$ cat src/rtl/kernel_job_scheduler.sv
// kernel_job_scheduler
// Queues job descriptor addresses and dispatches each to an idle kernel,
// picking among idle kernels round-robin. Tracks per-kernel busy state from
// rising completion edges and counts finished jobs.
//
// Ports
//   clk              clock
//   rst              synchronous active-high reset
//   manager_start    dispatch enable (level)
//   job_valid        job submission valid
//   job_ready        queue can accept a job (= !full, registered)
//   job_addr         submitted descriptor address
//   kernel_start     one-hot, single-cycle start pulse
//   kernel_job_addr  descriptor address for the started kernel, held until next grant
//   kernel_complete  per-kernel done level; rising edge = job finished
//   kernel_busy      kernel owns a job
//   queue_level      number of queued jobs
//   jobs_done_cnt    completed-job counter (wraps)
//   all_idle         queue empty, no kernel busy, FSM idle
module kernel_job_scheduler #(
    parameter int unsigned KERNEL_NUM = 8,
    parameter int unsigned ADDR_W     = 64,
    parameter int unsigned FIFO_DEPTH = 16
) (
    input  logic                            clk,
    input  logic                            rst,
    input  logic                            manager_start,
    input  logic                            job_valid,
    output logic                            job_ready,
    input  logic [ADDR_W-1:0]               job_addr,
    output logic [KERNEL_NUM-1:0]           kernel_start,
    output logic [ADDR_W-1:0]               kernel_job_addr,
    input  logic [KERNEL_NUM-1:0]           kernel_complete,
    output logic [KERNEL_NUM-1:0]           kernel_busy,
    output logic [$clog2(FIFO_DEPTH+1)-1:0] queue_level,
    output logic [31:0]                     jobs_done_cnt,
    output logic                            all_idle
);

    localparam int unsigned LVL_W = $clog2(FIFO_DEPTH + 1);
    localparam int unsigned PTR_W = $clog2(FIFO_DEPTH);
    localparam int unsigned KW    = $clog2(KERNEL_NUM);

    typedef enum logic [1:0] {
        S_IDLE  = 2'd0,
        S_GRANT = 2'd1,
        S_ISSUE = 2'd2
    } state_t;

    state_t                  state;
    state_t                  state_next;
    logic [ADDR_W-1:0]       mem [FIFO_DEPTH];
    logic [PTR_W-1:0]        wr_ptr;
    logic [PTR_W-1:0]        rd_ptr;
    logic [KW-1:0]           grant_q;
    logic [KW-1:0]           grant_c;
    logic [KW-1:0]           rr_ptr;
    logic [KERNEL_NUM-1:0]   complete_prev;

    logic                    push;
    logic                    pop;
    logic [LVL_W-1:0]        level_next;
    logic [KERNEL_NUM-1:0]   comp_edge;
    logic [KERNEL_NUM-1:0]   counted;
    logic [KERNEL_NUM-1:0]   busy_next;
    logic [31:0]             done_inc;

    // Queue occupancy bookkeeping; job_ready already excludes pushes when full
    always_comb begin : queue_next
        push       = job_valid & job_ready;
        pop        = (state == S_GRANT);
        level_next = queue_level;
        if (push && !pop) begin
            level_next = queue_level + LVL_W'(1);
        end else if (!push && pop) begin
            level_next = queue_level - LVL_W'(1);
        end
    end

    // Completion edges count only for kernels that currently own a job
    always_comb begin : completion_next
        comp_edge = ~complete_prev & kernel_complete;
        counted   = comp_edge & kernel_busy;
        busy_next = kernel_busy & ~counted;
        if (state == S_ISSUE) begin
            busy_next = busy_next | (KERNEL_NUM'(1) << grant_q);
        end
        done_inc = '0;
        for (int unsigned i = 0; i < KERNEL_NUM; i++) begin
            done_inc = done_inc + 32'(counted[i]);
        end
    end

    // Round-robin search: first idle kernel at or above rr_ptr, wrapping
    always_comb begin : grant_search
        int unsigned idx;
        logic        found;
        grant_c = '0;
        found   = 1'b0;
        idx     = 0;
        for (int unsigned i = 0; i < KERNEL_NUM; i++) begin
            idx = 32'(rr_ptr) + i;
            if (idx >= KERNEL_NUM) begin
                idx = idx - KERNEL_NUM;
            end
            if (!found && !kernel_busy[KW'(idx)]) begin
                found   = 1'b1;
                grant_c = KW'(idx);
            end
        end
    end

    // Dispatch sequencing
    always_comb begin : fsm_next
        state_next = state;
        case (state)
            S_IDLE: begin
                if (manager_start && (queue_level != '0) && !(&kernel_busy)) begin
                    state_next = S_GRANT;
                end
            end
            S_GRANT: state_next = S_ISSUE;
            S_ISSUE: state_next = S_IDLE;
            default: state_next = S_IDLE;
        endcase
    end

    // Queue storage; contents need no reset, pointers define validity
    always_ff @(posedge clk) begin
        if (!rst && push) begin
            mem[wr_ptr] <= job_addr;
        end
    end

    // State, queue pointers, dispatch outputs, busy tracking and counter
    always_ff @(posedge clk) begin
        if (rst) begin
            state           <= S_IDLE;
            wr_ptr          <= '0;
            rd_ptr          <= '0;
            queue_level     <= '0;
            job_ready       <= 1'b1;
            grant_q         <= '0;
            rr_ptr          <= '0;
            kernel_start    <= '0;
            kernel_job_addr <= '0;
            kernel_busy     <= '0;
            complete_prev   <= '1;
            jobs_done_cnt   <= '0;
            all_idle        <= 1'b1;
        end else begin
            state         <= state_next;
            queue_level   <= level_next;
            job_ready     <= (level_next != LVL_W'(FIFO_DEPTH));
            kernel_busy   <= busy_next;
            complete_prev <= kernel_complete;
            jobs_done_cnt <= jobs_done_cnt + done_inc;
            all_idle      <= (level_next == '0) && (busy_next == '0) && (state_next == S_IDLE);
            kernel_start  <= '0;

            if (push) begin
                wr_ptr <= wr_ptr + PTR_W'(1);
            end
            if (pop) begin
                rd_ptr <= rd_ptr + PTR_W'(1);
            end

            // Grant is latched here so the pulse lands in the ISSUE cycle
            if (state == S_GRANT) begin
                grant_q         <= grant_c;
                kernel_job_addr <= mem[rd_ptr];
                kernel_start    <= KERNEL_NUM'(1) << grant_c;
            end

            if (state == S_ISSUE) begin
                rr_ptr <= (grant_q == KW'(KERNEL_NUM - 1)) ? '0 : grant_q + KW'(1);
            end
        end
    end

endmodule

$ cat config.mk
export PLATFORM = sky130hd
export DESIGN_NAME = kernel_job_scheduler
export DESIGN_NICKNAME = d
export VERILOG_FILES = /design/src/rtl/kernel_job_scheduler.sv
export SDC_FILE = /design/constraint.sdc
export NUM_CORES = 1
export LEC_CHECK = 0
export BUFFER_PORTS_ARGS = -buffer_cell sky130_fd_sc_hd__buf_2
export CAP_MARGIN = 20
export CORE_MARGIN = 2
export CORE_UTILIZATION = 39
export CTS_BUF_LIST = sky130_fd_sc_hd__clkbuf_2 sky130_fd_sc_hd__clkbuf_4 sky130_fd_sc_hd__clkbuf_8
export CTS_CLUSTER_DIAMETER = 30
export CTS_CLUSTER_SIZE = 10
export DETAILED_ROUTE_END_ITERATION = 16
export GPL_TIMING_DRIVEN = 0
export PLACE_DENSITY = 0.57
export SLEW_MARGIN = 5
export SYNTH_ARGS = -nofsm -noshare
export SYNTH_HDL_FRONTEND = slang
export SYNTH_SLANG_ARGS = --single-unit
$ cat constraint.sdc
create_clock -name clk -period 6 [get_ports clk]
set_input_delay 1.2 -clock clk [delete_from_list [all_inputs] [get_ports clk]]
set_output_delay 1.2 -clock clk [all_outputs]
set_load 0.1 [all_outputs]
# After elaboration in Yosys (flattened, before gate mapping)
# Memories as Yosys holds them, arrays and structs flattened. A register that Yosys moved wholly into a read port is not among the register bits.
# Index checks and enable logic that the tools add are counted.
# word_totals
ramBits,1024
memories,1
in_bits,76
regBits,79
# op_classes
eq_ne,4
reduce_logical,38
n_shift,2
n_bitwise,8
n_lt_le_gt_ge,16
mux,47
addsub,28
# mem_list
name,words,word_bits,read_ports,rd_ports_with_merged_regs,wr,line_no,source
mem,16,64,1,1,1,52,logic [ADDR_W-1:0] mem [FIFO_DEPTH];
# ops
cell,count
two-way mux 3 bit,17
adder 32 x 8 -> 32 bit,1
"less-than comparator 3 x 4 -> 1 bit, second input constant",8
"greater-or-equal comparator 4 bit, second input constant",7
bitwise AND 8 bit,3
binary-select mux 1 bit (select 3 bit),8
"subtractor 3 x 1 -> 3 bit, second input constant",8
logical NOT 1 bit,17
two-way mux 1 bit,17
"adder 3 x 3 -> 4 bit, second input constant",4
NOT 8 bit,2
"<< shifter 1 x 3 -> 8 bit, first input constant",2
logical AND 1 bit,14
two-way mux 5 bit,2
"adder 3 x 2 -> 4 bit, second input constant",2
"adder 4 x 1 -> 4 bit, second input constant",2
adder 7 x 1 -> 8 bit,1
logical NOT 8 bit,1
two-way mux 8 bit,1
OR 8 bit,1
AND reduction 8 bit,1
adder 6 x 1 -> 7 bit,1
adder 5 x 1 -> 6 bit,1
adder 4 x 1 -> 5 bit,1
20 further kinds,21

# Depth between registers and ports, before layout
# depth
word_depth,27
mapped_depth,16
mapped_depth_nobuf,16

# Worst setup path before layout
# No wires, ideal clock.
# synth_timing
path_kind,input -> register
from,input port job_valid
to,memory mem[15][0] (enable)
t_required_ns,5.514
setup_time_ns,0.486
n_path_buf,1
arrival_time_ns,4.431
setup_slack_ns,1.082
cell_stages,4
cell_sequence,and2_1 clkbuf_1 nand2_1 nor2_1
# synth_between
elab_chain_cells,4
# synth_rtl
item,line_no,source
from (decl),28,"input logic job_valid,"
bitwise AND 1 bit,70,push = job_valid & job_ready;
logical AND 1 bit,130,if (!rst && push) begin
two-way mux 1 bit,130,
two-way mux 1 bit (implied by the code),131,mem[wr_ptr] <= job_addr;
to (decl),52,
# No other way between the ends.

# Worst setup path after layout
# layout_timing
from,register kernel_busy[2]
to,register jobs_done_cnt[30]
# layout_between
elab_chain_cells,8
# layout_rtl
item,line_no,source
from (decl),34,"output logic [KERNEL_NUM-1:0] kernel_busy,"
from (signal assigned),155,kernel_busy <= busy_next;
bitwise AND 8 bit,83,counted = comp_edge & kernel_busy;
adder 2 x 1 -> 3 bit,90,done_inc = done_inc + 32'(counted[i]);
adder 3 x 1 -> 4 bit,90,
adder 4 x 1 -> 5 bit,90,
adder 5 x 1 -> 6 bit,90,
adder 6 x 1 -> 7 bit,90,
adder 7 x 1 -> 8 bit,90,
adder 32 x 8 -> 32 bit,157,jobs_done_cnt <= jobs_done_cnt + done_inc;
to (signal assigned),157,
to (decl),36,"output logic [31:0] jobs_done_cnt,"
# No other way between the ends.
# A chain may end at the register's enable or synchronous reset.

==> summary.md <==
| Metric | Value |
|---|---|
| Status | `completed` |
| Peak supply drop | `0.000259 V` |
| Non-filler cells, final | `4442` |
| Core Region | `115000 um2` |
| Max Freq | `0.218 GHz` |
| Met2 wire length | `56.5 mm` |
| Max Used Layer | `met5` |
| Initial antenna violation count | `20` |
| Hold Path Stages | `2` |
| CP Class | `reg -> reg` |
| Dominant register cell in the synthesized netlist | `edfxtp_1` |
| NetSw | `4.80 mW` |
| Largest net degree at the start of global routing | `21` |
| Critical Path RT | `6740 ps` |
| RSZ-0062 raised after global routing | `no` |
| Sink Count | `1167` |
| Sequence of cells on the critical path | `clkbuf_2 -> nor3b_1 -> fa_1 -> inv_1 -> fa_1 -> inv_1 -> fa_1 -> fa_1 -> fa_1 -> a21o_1 -> a21o_1 -> nand3_1 -> nor3_1 -> nand4_1 -> xor2_1 -> nor2_1` |
| Share of cells above drive strength 1 | `36.9%` |
| Post-CTS Hold Buffers | `0` |
| Final setup fails | `0` |
| Largest cells by area after synthesis | `edfxtp_1, mux4_2, dfxtp_1, nand2_1, a21oi_1` |
| FF+latch count, synth | `1167` |
| Total track usage | `19.5%` |
| Syn Nets | `2323` |
| Max-Cap Viols | `0` |
| Clock share of power | `48.3%` |
| Filler instances | `9427` |
| Worst stage delay on the critical path | `480 ps` |
| Seq/Total Area, Yosys | `74.6%` |
| Setup TNS Final | `0 ps` |
| Reg power frac | `44.2%` |
| IO Count | `195` |
| Wire length of the first global-routing pass | `165 mm` |
| Synth Area in Simple Gates | `3.56%` |
| Ys async rst share | `0%` |
| EDFF count, synth | `1024` |
| WL met3 | `8.95 mm` |
| Synth Area in Adders | `0.805%` |
| Post-Syn Area | `45100 um2` |
| # H-tree levels | `4` |
| Tot Pwr | `20.3 mW` |
| Fraction of synthesized area in multiplexers | `17.0%` |
| Clk_lat worst skew | `880 ps` |
| Clock tree buffer depth | `3` |
| Critical Path Most Common Cell | `fa_1` |
| Clock slew at reported path FFs | `60 ps` |
| Rows | `124` |
| Synth Area in Compound Gates | `1.92%` |
| Slowest cell on crit path | `fa_1` |
| Chip width | `344 um` |
| Pleak | `18.0 nW` |
| Port Buffers | `194` |
| Drt pass-1 iters | `7` |
| Placement Cell Area | `49300 um2` |
| Min-Delay Startpoint | `kernel_job_addr[37]` |
| Internal Pwr Total | `15.5 mW` |
| Met1 WL | `47.4 mm` |
| Vias | `23.8k` |
| Cell taking the most area after synthesis | `edfxtp_1` |
| Final hold viol count | `0` |
| Origin of the critical flop-to-flop path | `kernel_busy[2]` |
| Sw Share | `23.6%` |
| Slew Limit Fails | `0` |
| Hold/Removal Path Class | `reg -> reg` |
| RR Endpoint | `jobs_done_cnt[30]` |
| Root buf cell | `clkbuf_8` |
| Max-slew headroom | `25.5%` |
| Hold endpoint | `kernel_job_addr[37]` |
| Worst Path Arrival | `5320 ps` |
| Top cell type's share of synthesized area | `68.2%` |
| Worst Max-Slew Pin Slew | `1120 ps` |
| Initial Util | `39.4%` |
| Fin crit share | `76.4%` |
| CP max FO | `10` |
| Comb pwr share | `7.5%` |
| Synth warnings | `0` |
| Main combinational cell family by area after synthesis | `multiplexers` |
| Final WL | `115 mm` |
| Post-Synth XOR/XNOR Area | `0.758%` |
| Synthesized area per cell | `20.3 um2` |
| Worst r2r path cells | `16` |
| Skew final | `50.7 ps` |
| Post-CTS sizing | `0` |
| Synth unique cells | `65` |
| Die footprint | `118000 um2` |
| Avg WL per Cell | `25.9 um` |
| CP Capture Type | `flop` |
| Final ANT Viol Nets | `0` |
| Flop2flop setup slack | `1410 ps` |
| CP Launch Type | `flop` |
| Post-CTS Repair Setup Buffers | `0` |
| Synthesis-to-layout area growth | `22.8%` |
| Final nets | `2821` |
| Via density | `5.36` |
| Drc violations | `0` |
| Drt first-iter violations | `2135` |
| RePlAce Congestion | `0.817` |
| Design Area, Final | `55300 um2` |
| Syn Inst Count | `2221` |
| Power density cells | `367 nW/um2` |
| Number of buffers created by CTS | `229` |
| Die Ht | `344 um` |
| Fin crit period | `4590 ps` |
| GRT overflow | `0` |
| Number of global-route vias before repair | `24.7k` |
| HPWL Detailed | `74.5 mm` |
| Placed Cells | `3986` |
| TritonCTS clock tree | `yes` |
-- registers in the layout, summed over array words and instances (netlist names), 2 cells and up --
name	count
complete_prev	8
grant_q	3
jobs_done_cnt	32
kernel_busy	8
kernel_job_addr	64
kernel_start	8
mem	1024
queue_level	5
rd_ptr	4
rr_ptr	3
state	2
wr_ptr	4
-- metrics by stage --
stage | utilization (%) | hold WS, ps | setup slack [ps]
after global placement | 41.9 | 443 | -3440
after global routing | 48.3 | 473 | 1210
after CTS | 48.1 | 452 | 1410
final | 48.3 | 451 | 1410
after detailed placement | 43.1 | 448 | 736
after floorplan | - | 482 | 1080
-- critical path, delay by kind of cell, from the launching register on --
kind            cells  cell delay [ps]
compound gates      2              440
flops               1              370
simple gates        5              860
xor+xnor            1              160
buf+inv             3              410
fa+ha+maj           5             2210
-- synth_stat cells (all sizes together) (4+ instances only) --
cell type,count
xor2,20
o211ai,4
nor3,9
a21oi,88
xnor2,19
ha,21
nand4,18
mux2i,10
mux4,332
nand2b,7
nand3b,5
buf,55
or3,6
nand2,164
nor3b,6
or2,10
and2,6
and4,4
edfxtp,1024
fa,5
a22oi,6
o21ai,13
and3,5
nor2,89
inv,25
mux2,4
clkbuf,66
nor2b,8
nand3,10
dfxtp,143
-- cell type report --
cell class              count  area (um2)  share of cell area [%]
clock buffers             258        3410                    6.16
multi-input cells         908       10900                    19.8
inverters                  25        93.8                   0.170
well taps                1512        1890                    3.42
repair buffers            267        2420                    4.38
clock inverters           179        2410                    4.35
flip-flops and latches   1167       33600                    60.8
plain buffers             121         534                   0.966
diodes                      5        12.5                  0.0226
-- power by group through the flow --
stage	Combinational (mW)	Clock, mW	Sequential [mW]
2_1_floorplan	0.741	0	9.44
3_3_place_gp	1.46	0	9.16
3_5_place_dp	1.52	0	9.15
4_1_cts	1.52	9.99	8.98
5_1_grt	1.63	10.4	8.98
6_report	1.53	9.82	8.98
-- how the worst max path moves through the flow --
stage,from,end,cells past startpoint
2_1_floorplan,job_valid,mem[15][0],4
3_3_place_gp,rst,mem[6][3],5
3_5_place_dp,kernel_complete[2],jobs_done_cnt[30],17
4_1_cts,kernel_busy[2],jobs_done_cnt[30],16
5_1_grt,kernel_busy[2],jobs_done_cnt[28],16
6_report,kernel_busy[2],jobs_done_cnt[30],16
-- cell families after synthesis --
logic type | count (synthesis)
XOR/XNOR | 39
buffers and inverters | 146
multiplexers | 346
AND/OR/NAND/NOR | 353
adder cells (fa/ha/maj) | 26
AO/OA/AOI/OAI | 144
flip-flops | 1167
-- cell usage in the layout (no fill, tap or decap), types with 17 or more instances in the layout --
cell / netlist / final
clkbuf_8: 1 / 236
dfxtp_1: 143 / 143
inv_6: 0 / 28
xor2_1: 20 / 20
inv_1: 25 / 25
buf_12: 0 / 36
nand4_1: 17 / 17
clkbuf_4: 0 / 23
clkinv_2: 0 / 33
ha_1: 21 / 21
buf_1: 32 / 32
clkinv_4: 0 / 23
edfxtp_1: 1024 / 1024
bufinv_16: 0 / 48
clkbuf_1: 62 / 62
clkinvlp_4: 0 / 21
buf_2: 14 / 208
nand2_1: 164 / 164
nor2_1: 89 / 73
mux4_2: 325 / 325
xnor2_1: 19 / 19
a21oi_1: 88 / 88
-- routing by layer --
layer | vias to the layer above | GRT usage [%]
met5 | - | 0
li1 | 10148 | -
met3 | 182 | 5.02
met2 | 892 | 31.9
met4 | 22 | 5.24
met1 | 12558 | 26.2
No activity file was read; power rests on OpenSTA's default activity.
